File: src/rtl/pe_conv_mac_if.sv
// ---------------------------------------------------------------------------
// pe_conv_mac_if
//   Valid/ready bundle around the convolution MAC processing element.
//   Carries the filter-row input channel, the ifmap-window input channel and
//   the psum output channel.
//
//   filter_valid/ready/data : one filter row (3 weights) per handshake
//   ifmap_valid/ready/data  : one 3x3 ifmap window (9 elements) per handshake
//   psum_valid/ready/data   : one partial sum per window
//
//   slave  : the MAC (consumes filter/ifmap, produces psum)
//   master : the surroundings (depacketizer upstream, packetizer downstream)
// ---------------------------------------------------------------------------
interface pe_conv_mac_if #(
    parameter int FILTER_WIDTH = 8,
    parameter int IFMAP_WIDTH  = 1,
    parameter int PSUM_WIDTH   = 16
);
    logic                      filter_valid;
    logic                      filter_ready;
    logic [3*FILTER_WIDTH-1:0] filter_data;

    logic                      ifmap_valid;
    logic                      ifmap_ready;
    logic [9*IFMAP_WIDTH-1:0]  ifmap_data;

    logic                      psum_valid;
    logic                      psum_ready;
    logic [PSUM_WIDTH-1:0]     psum_data;

    modport slave (
        input  filter_valid, filter_data,
        output filter_ready,
        input  ifmap_valid, ifmap_data,
        output ifmap_ready,
        output psum_valid, psum_data,
        input  psum_ready
    );

    modport master (
        output filter_valid, filter_data,
        input  filter_ready,
        output ifmap_valid, ifmap_data,
        input  ifmap_ready,
        input  psum_valid, psum_data,
        output psum_ready
    );
endinterface

File: src/rtl/pe_conv_mac.sv
// ---------------------------------------------------------------------------
// pe_conv_mac
//   Filter-stationary 3x3 MAC. Loads three filter rows, then for every ifmap
//   window accepted computes sum(w[i] * x[i]) over the 9 elements, one element
//   per cycle, and offers the result on the psum channel.
//
//   clk        : rising-edge clock
//   rst_n      : asynchronous active-low reset
//   bus        : pe_conv_mac_if.slave (filter in, ifmap in, psum out)
//   busy       : high while a window is being accumulated or its psum is held
//   win_count  : number of completed psum handshakes, wraps 255 -> 0
//
//   PSUM_WIDTH must be at least FILTER_WIDTH + IFMAP_WIDTH + 4 so that a full
//   window of maximal products fits without wrapping.
// ---------------------------------------------------------------------------
module pe_conv_mac #(
    parameter int FILTER_WIDTH = 8,
    parameter int IFMAP_WIDTH  = 1,
    parameter int PSUM_WIDTH   = 16
) (
    input  logic                 clk,
    input  logic                 rst_n,
    pe_conv_mac_if.slave         bus,
    output logic                 busy,
    output logic [7:0]           win_count
);

    typedef enum logic [1:0] {
        S_IDLE = 2'd0,
        S_MAC  = 2'd1,
        S_OUT  = 2'd2
    } state_e;

    state_e                  state_q;
    logic [1:0]              filter_cnt_q;   // rows loaded, 3 = filter complete
    logic [FILTER_WIDTH-1:0] w_q [9];        // flat index = row*3 + col
    logic [IFMAP_WIDTH-1:0]  x_q [9];
    logic [PSUM_WIDTH-1:0]   acc_q;
    logic [3:0]              idx_q;
    logic                    psum_valid_q;
    logic [PSUM_WIDTH-1:0]   psum_data_q;
    logic [7:0]              win_count_q;

    logic                    filter_full;
    logic                    filter_fire;
    logic                    ifmap_fire;
    logic [1:0]              row_sel_d;
    logic [PSUM_WIDTH-1:0]   acc_d;

    assign filter_full = (filter_cnt_q == 2'd3);

    // A waiting ifmap outranks a new filter row once the filter is complete,
    // otherwise a stream of rows could starve the compute path.
    assign bus.filter_ready = (state_q == S_IDLE) && !(filter_full && bus.ifmap_valid);
    assign bus.ifmap_ready  = (state_q == S_IDLE) && filter_full;

    assign filter_fire = bus.filter_valid && bus.filter_ready;
    assign ifmap_fire  = bus.ifmap_valid  && bus.ifmap_ready;

    // A row arriving on a complete filter starts a fresh filter at row 0.
    assign row_sel_d = filter_full ? 2'd0 : filter_cnt_q;

    // Flat idx addresses w[idx/3][idx%3] directly; operands zero-extend and
    // the sum wraps at PSUM_WIDTH.
    assign acc_d = acc_q + PSUM_WIDTH'(w_q[idx_q]) * PSUM_WIDTH'(x_q[idx_q]);

    assign bus.psum_valid = psum_valid_q;
    assign bus.psum_data  = psum_data_q;
    assign busy           = (state_q != S_IDLE);
    assign win_count      = win_count_q;

    // NOTE: all state updates use non-blocking assignments so every register
    // samples the pre-edge values regardless of statement order. The weight
    // and window arrays are small register files, so they are reset with the
    // rest of the state rather than left uninitialised like a RAM.
    always_ff @(posedge clk or negedge rst_n) begin
        if (!rst_n) begin
            state_q      <= S_IDLE;
            filter_cnt_q <= 2'd0;
            for (int i = 0; i < 9; i++) begin
                w_q[i] <= '0;
                x_q[i] <= '0;
            end
            acc_q        <= '0;
            idx_q        <= 4'd0;
            psum_valid_q <= 1'b0;
            psum_data_q  <= '0;
            win_count_q  <= 8'd0;
        end else begin
            unique case (state_q)
                S_IDLE: begin
                    if (filter_fire) begin
                        for (int c = 0; c < 3; c++) begin
                            w_q[int'(row_sel_d) * 3 + c] <=
                                bus.filter_data[c*FILTER_WIDTH +: FILTER_WIDTH];
                        end
                        filter_cnt_q <= row_sel_d + 2'd1;
                    end
                    if (ifmap_fire) begin
                        for (int i = 0; i < 9; i++) begin
                            x_q[i] <= bus.ifmap_data[i*IFMAP_WIDTH +: IFMAP_WIDTH];
                        end
                        acc_q   <= '0;
                        idx_q   <= 4'd0;
                        state_q <= S_MAC;
                    end
                end

                S_MAC: begin
                    acc_q <= acc_d;
                    if (idx_q == 4'd8) begin
                        psum_data_q  <= acc_d;
                        psum_valid_q <= 1'b1;
                        state_q      <= S_OUT;
                    end else begin
                        idx_q <= idx_q + 4'd1;
                    end
                end

                S_OUT: begin
                    if (bus.psum_ready) begin
                        psum_valid_q <= 1'b0;
                        win_count_q  <= win_count_q + 8'd1;
                        state_q      <= S_IDLE;
                    end
                end

                default: state_q <= S_IDLE;
            endcase
        end
    end

endmodule

File: src/flat_wrapper.sv
// flat-port wrapper written by rule: the top's interface ports become plain ports
module pe_conv_mac_flat 
#(
    parameter int FILTER_WIDTH = 8,
    parameter int IFMAP_WIDTH  = 1,
    parameter int PSUM_WIDTH   = 16
)
  (clk, rst_n, busy, win_count, bus_filter_valid, bus_filter_data, bus_filter_ready, bus_ifmap_valid, bus_ifmap_data, bus_ifmap_ready, bus_psum_valid, bus_psum_data, bus_psum_ready);
  pe_conv_mac_if #(.FILTER_WIDTH(FILTER_WIDTH), .IFMAP_WIDTH(IFMAP_WIDTH), .PSUM_WIDTH(PSUM_WIDTH)) bus_i ();
  input  logic clk;
  input  logic rst_n;
  output logic busy;
  output logic [7:0] win_count;
  input wire logic [$bits(bus_i.filter_valid)-1:0] bus_filter_valid;
  input wire logic [$bits(bus_i.filter_data)-1:0] bus_filter_data;
  output wire logic [$bits(bus_i.filter_ready)-1:0] bus_filter_ready;
  input wire logic [$bits(bus_i.ifmap_valid)-1:0] bus_ifmap_valid;
  input wire logic [$bits(bus_i.ifmap_data)-1:0] bus_ifmap_data;
  output wire logic [$bits(bus_i.ifmap_ready)-1:0] bus_ifmap_ready;
  output wire logic [$bits(bus_i.psum_valid)-1:0] bus_psum_valid;
  output wire logic [$bits(bus_i.psum_data)-1:0] bus_psum_data;
  input wire logic [$bits(bus_i.psum_ready)-1:0] bus_psum_ready;
  assign bus_i.filter_valid = bus_filter_valid;
  assign bus_i.filter_data = bus_filter_data;
  assign bus_filter_ready = bus_i.filter_ready;
  assign bus_i.ifmap_valid = bus_ifmap_valid;
  assign bus_i.ifmap_data = bus_ifmap_data;
  assign bus_ifmap_ready = bus_i.ifmap_ready;
  assign bus_psum_valid = bus_i.psum_valid;
  assign bus_psum_data = bus_i.psum_data;
  assign bus_i.psum_ready = bus_psum_ready;
  pe_conv_mac #(.FILTER_WIDTH(FILTER_WIDTH), .IFMAP_WIDTH(IFMAP_WIDTH), .PSUM_WIDTH(PSUM_WIDTH)) u_core (.clk(clk), .rst_n(rst_n), .bus(bus_i), .busy(busy), .win_count(win_count));
endmodule
File: config.mk
export PLATFORM = sky130hd
export DESIGN_NAME = pe_conv_mac_flat
export DESIGN_NICKNAME = d
export VERILOG_FILES = /design/src/rtl/pe_conv_mac_if.sv /design/src/rtl/pe_conv_mac.sv /design/src/flat_wrapper.sv
export SDC_FILE = /design/constraint.sdc
export NUM_CORES = 1
export LEC_CHECK = 0
export CORE_UTILIZATION = 50
export DETAILED_ROUTE_END_ITERATION = 12
export GPL_TIMING_DRIVEN = 0
export PLACE_DENSITY = 0.78
export SYNTH_ARGS = -nofsm -noshare
export SYNTH_HDL_FRONTEND = slang
export SYNTH_SLANG_ARGS = --single-unit
File: constraint.sdc
create_clock -name clk -period 4.2 [get_ports clk]
set_input_delay 0.42 -clock clk [delete_from_list [all_inputs] [get_ports clk]]
set_output_delay 0.42 -clock clk [all_outputs]
set_load 0.005 [all_outputs]
==> impl_metrics.tcl <==
set metrics [dict create \
    syn_nets 854 \
    die_area_um2 15200 \
    grt_pass1_vias 6433 \
    wl_per_cell_um 19.6 \
    crit_type "flip-flop to flip-flop" \
    yosysTopAreaCellShare_pct 44.2 \
    synth_adder_area_share_pct 3.00 \
    htree_levels 4 \
    chipWidth_um 123 \
    rsz0062_at_grt "no" \
    final_antenna_net_count 0 \
    ys_types 56 \
    yosysWarnings 0 \
    p_leak_nw 3.94 \
    period_share_pct 94.6 \
    cp_common_cell "buf_4" \
    synth_flop_cell "dfrtp_1" \
    regArea_um2 3250 \
    grt_usage_pct 29.6 \
    cp-start-kind "flip-flop" \
    synth_edf_count 0 \
    cts_buffer_depth 2 \
    grt_pass1_wl_um 33300 \
    comb_power_share_pct 45.4 \
    gp_congestion 0.954 \
    synth_top_family_by_area "compound AO/OA/AOI/OAI gates" \
    nets 933 \
    layout_min_cycle_time_ps 3970 \
    avgSynthCellArea_um2 9.20 \
    grt_use_met1_pct 37.0 \
    rr_startpoint "u_core.idx_q[0]$_DFFE_PN0P_" \
    crit_required_ps 4500 \
    holdPathStages 3 \
    netlist_area_um2 7350 \
    dr.pass1.iters 5 \
    outcome "finished clean" \
    worstHoldPathType "input port to flip-flop" \
    setup_violations 0 \
    r2r-end "u_core.acc_q[12]$_DFFE_PN0P_" \
    routed_via_density 6.11 \
    p_total_mw 6.45 \
    num_vias 6544 \
    drive_gt1_share_pct 10.5 \
    diodes 0 \
    dp_cells 1037 \
    core_area_um2 14100 \
    grtUsageMet2_pct 47.1 \
    clk_pin_slew_worst_paths_ps 60 \
    max-slew-margin-rel_pct 43.6 \
    cts_root_buffer "clkbuf_16" \
    synth-compound-area-share_pct 19.0 \
    synthTopCellsByArea "dfrtp_1 (44%), nand2_1 (8.6%), o21ai_0 (5.7%), mux4_2 (5.5%), mux2i_1 (3.4%)" \
    path_cells "buf_2, buf_4, mux4_2, mux2i_1, o21ai_0, and2_1, ha_1, fa_1, a21o_1, a221oi_2, o21a_1, buf_4, o311ai_0, o41ai_1" \
    cts_tree "yes" \
    swShare_pct 39.5 \
    switching_power_mw 2.55 \
    arrival_ps 4270 \
    grt_max_degree 98 \
    maxCapViolations 0 \
    grt-busiest-layer "met2" \
    power_report.internal_total_mw 3.90 \
    vdd_drop_max_v 0.000395 \
    drc 0 \
    insertion_delay_ps 420 \
    yosysSeqAreaShare_pct 44.2 \
    fin_ws_ps 228 \
    hold_viol 0 \
    ys_ff_latch 130 \
    final_cell_mix "nand2_1 (169), dfrtp_1 (130), o21ai_0 (82)" \
    start_util_pct 52.2 \
    crit_path_end_kind "flip-flop" \
    hp-start "bus_filter_data[22]" \
    synth-xor-area-share_pct 1.79 \
    r2r_cells 14 \
    power.density_nw_per_um2 735 \
    reg2reg_setup_slack_ps 230 \
    grt_util_met3_pct 8.76 \
    final_common_cell "nand2_1" \
    rows 43 \
    crit_path_max_incr_delay_ps 550 \
    max_slew.worst_pin.slew_ps 840 \
    overflow 0 \
    muxShareOfSynthArea_pct 10.1 \
    pwr-share-seq_pct 31.9 \
    hpwl_um 14700 \
    whs_ps 447 \
    ios 66 \
    numCtsBuffers 17 \
    pwr-share-clk_pct 22.7 \
    wl_um 21000 \
    antenna_found_initial 0 \
    cp_max_fo 10 \
    nFillCells 1203 \
    yosysTopAreaCell "dfrtp_1" \
    io_buffers 57 \
    yosys.area_share.simple_pct 17.5 \
    syn2layout_area_growth_pct 19.4 \
    multi_input_area_um2 3780 \
    async_reset_ff_share_pct 100 \
    die_h_um 123 \
    holdPathEnd "u_core.w_q[30]$_DFFE_PN0P_" \
    fin_worst_skew_ps 8.32 \
    clock-sinks 130 \
    finalNonFillerCells 1071 \
    synthCells 799 \
    place_ws_ps 127 \
    finalMaxSlewViolations 0 \
    timing.fmax_mhz 252 \
    drt_iter0_markers 732 \
    crit_slowest_cell "mux4_2" \
]
worst max-delay path: cells and delay by family, from the launching register on:
kind | cells | cell delay, ps
AO/OA/AOI/OAI | 6 | 1130
adder cells (fa/ha/maj) | 2 | 640
buffers and inverters | 3 | 680
flip-flops | 1 | 340
multiplexers | 2 | 820
AND/OR/NAND/NOR | 1 | 200
sequential cells by signal (all words and copies together) (netlist names):
signal / flops
u_core.filter_cnt_q: 2
u_core.win_count: 8
u_core.idx_q: 4
u_core.bus.psum_valid: 1
u_core.w_q: 72
u_core.acc_q: 16
u_core.bus.psum_data: 16
u_core.x_q: 9
u_core.state_q: 2
cell type report:
class | count | area share (%)
Tap cell | 180 | 2.57
Timing Repair Buffer | 60 | 7.03
Clock inverter | 10 | 1.23
Multi-Input combinational cell | 597 | 43.1
Inverter | 10 | 0.428
Clock buffer | 22 | 5.40
Buffer | 62 | 3.21
Sequential cell | 130 | 37.1
power groups by stage:
| stage | sequential (mW) | clock [mW] | combinational, mW |
|---|---|---|---|
| CTS | 2.05 | 1.47 | 2.90 |
| global placement | 2.04 | 0 | 2.82 |
| detailed placement | 2.07 | 0 | 2.89 |
| global route | 2.11 | 1.53 | 3.24 |
| finish | 2.06 | 1.46 | 2.93 |
| floorplan | 1.97 | 0 | 2.03 |
cell usage after synthesis (all sizes together) (3+ instances only):
| master | n |
|---|---|
| nand2 | 169 |
| nor2b | 9 |
| nand3 | 27 |
| nand4 | 4 |
| and2 | 12 |
| xor2 | 4 |
| dfrtp | 130 |
| nor2 | 57 |
| a211oi | 10 |
| or2 | 3 |
| and3 | 4 |
| a311oi | 7 |
| o41ai | 3 |
| buf | 27 |
| a22o | 6 |
| a21o | 12 |
| o31ai | 17 |
| or3 | 4 |
| mux2i | 25 |
| ha | 16 |
| xnor2 | 11 |
| inv | 10 |
| a31oi | 9 |
| a21oi | 28 |
| a22oi | 24 |
| mux4 | 18 |
| clkbuf | 35 |
| mux2 | 8 |
| o21ai | 84 |
| o311ai | 4 |
through the flow:
| stage | setup TNS, ps | util, % | instance area [um2] |
|---|---|---|---|
| after global routing | 0 | 62.3 | 8780 |
| final | 0 | 62.3 | 8780 |
| after CTS | 0 | 62.2 | 8770 |
| after global placement | -301620 | 57.8 | 8150 |
| after floorplan | 0 | - | 7350 |
| after detailed placement | 0 | 58.0 | 8180 |
repair_timing:
item                                    CTS  global route
buffers inserted                          0             1
hold buffers                              1             0
endpoints found under the setup margin    0             8
resized for setup                         0             5
endpoints found under the hold margin    33             0
per-layer routing:
layer  up-vias  share of wire (%)
met5         -                  0
met4         0                3.7
met3        57                8.1
met2       296                 47
met1      3183                 41
li1       3008                  -
logic make-up after synthesis:
kind of cell | count (synthesis)
buffers and inverters | 72
AND/OR/NAND/NOR | 297
XOR/XNOR | 15
AO/OA/AOI/OAI | 217
flip-flops | 130
adder cells (fa/ha/maj) | 17
multiplexers | 51
worst max-delay path by stage:
stage | start | to | slack (ps)
2_1_floorplan | u_core.idx_q[0]$_DFFE_PN0P_ | u_core.bus.psum_data[12]$_DFFE_PN0P_ | 860
3_3_place_gp | rst_n | u_core.filter_cnt_q[1]$_DFFE_PN0P_ | -2330
3_5_place_dp | u_core.idx_q[0]$_DFFE_PN0P_ | u_core.acc_q[14]$_DFFE_PN0P_ | 130
4_1_cts | u_core.idx_q[0]$_DFFE_PN0P_ | u_core.acc_q[14]$_DFFE_PN0P_ | 70
5_1_grt | u_core.idx_q[0]$_DFFE_PN0P_ | u_core.bus.psum_data[14]$_DFFE_PN0P_ | 30
6_report | u_core.idx_q[0]$_DFFE_PN0P_ | u_core.acc_q[12]$_DFFE_PN0P_ | 230
Note: power is estimated with default switching activity, not from simulation.
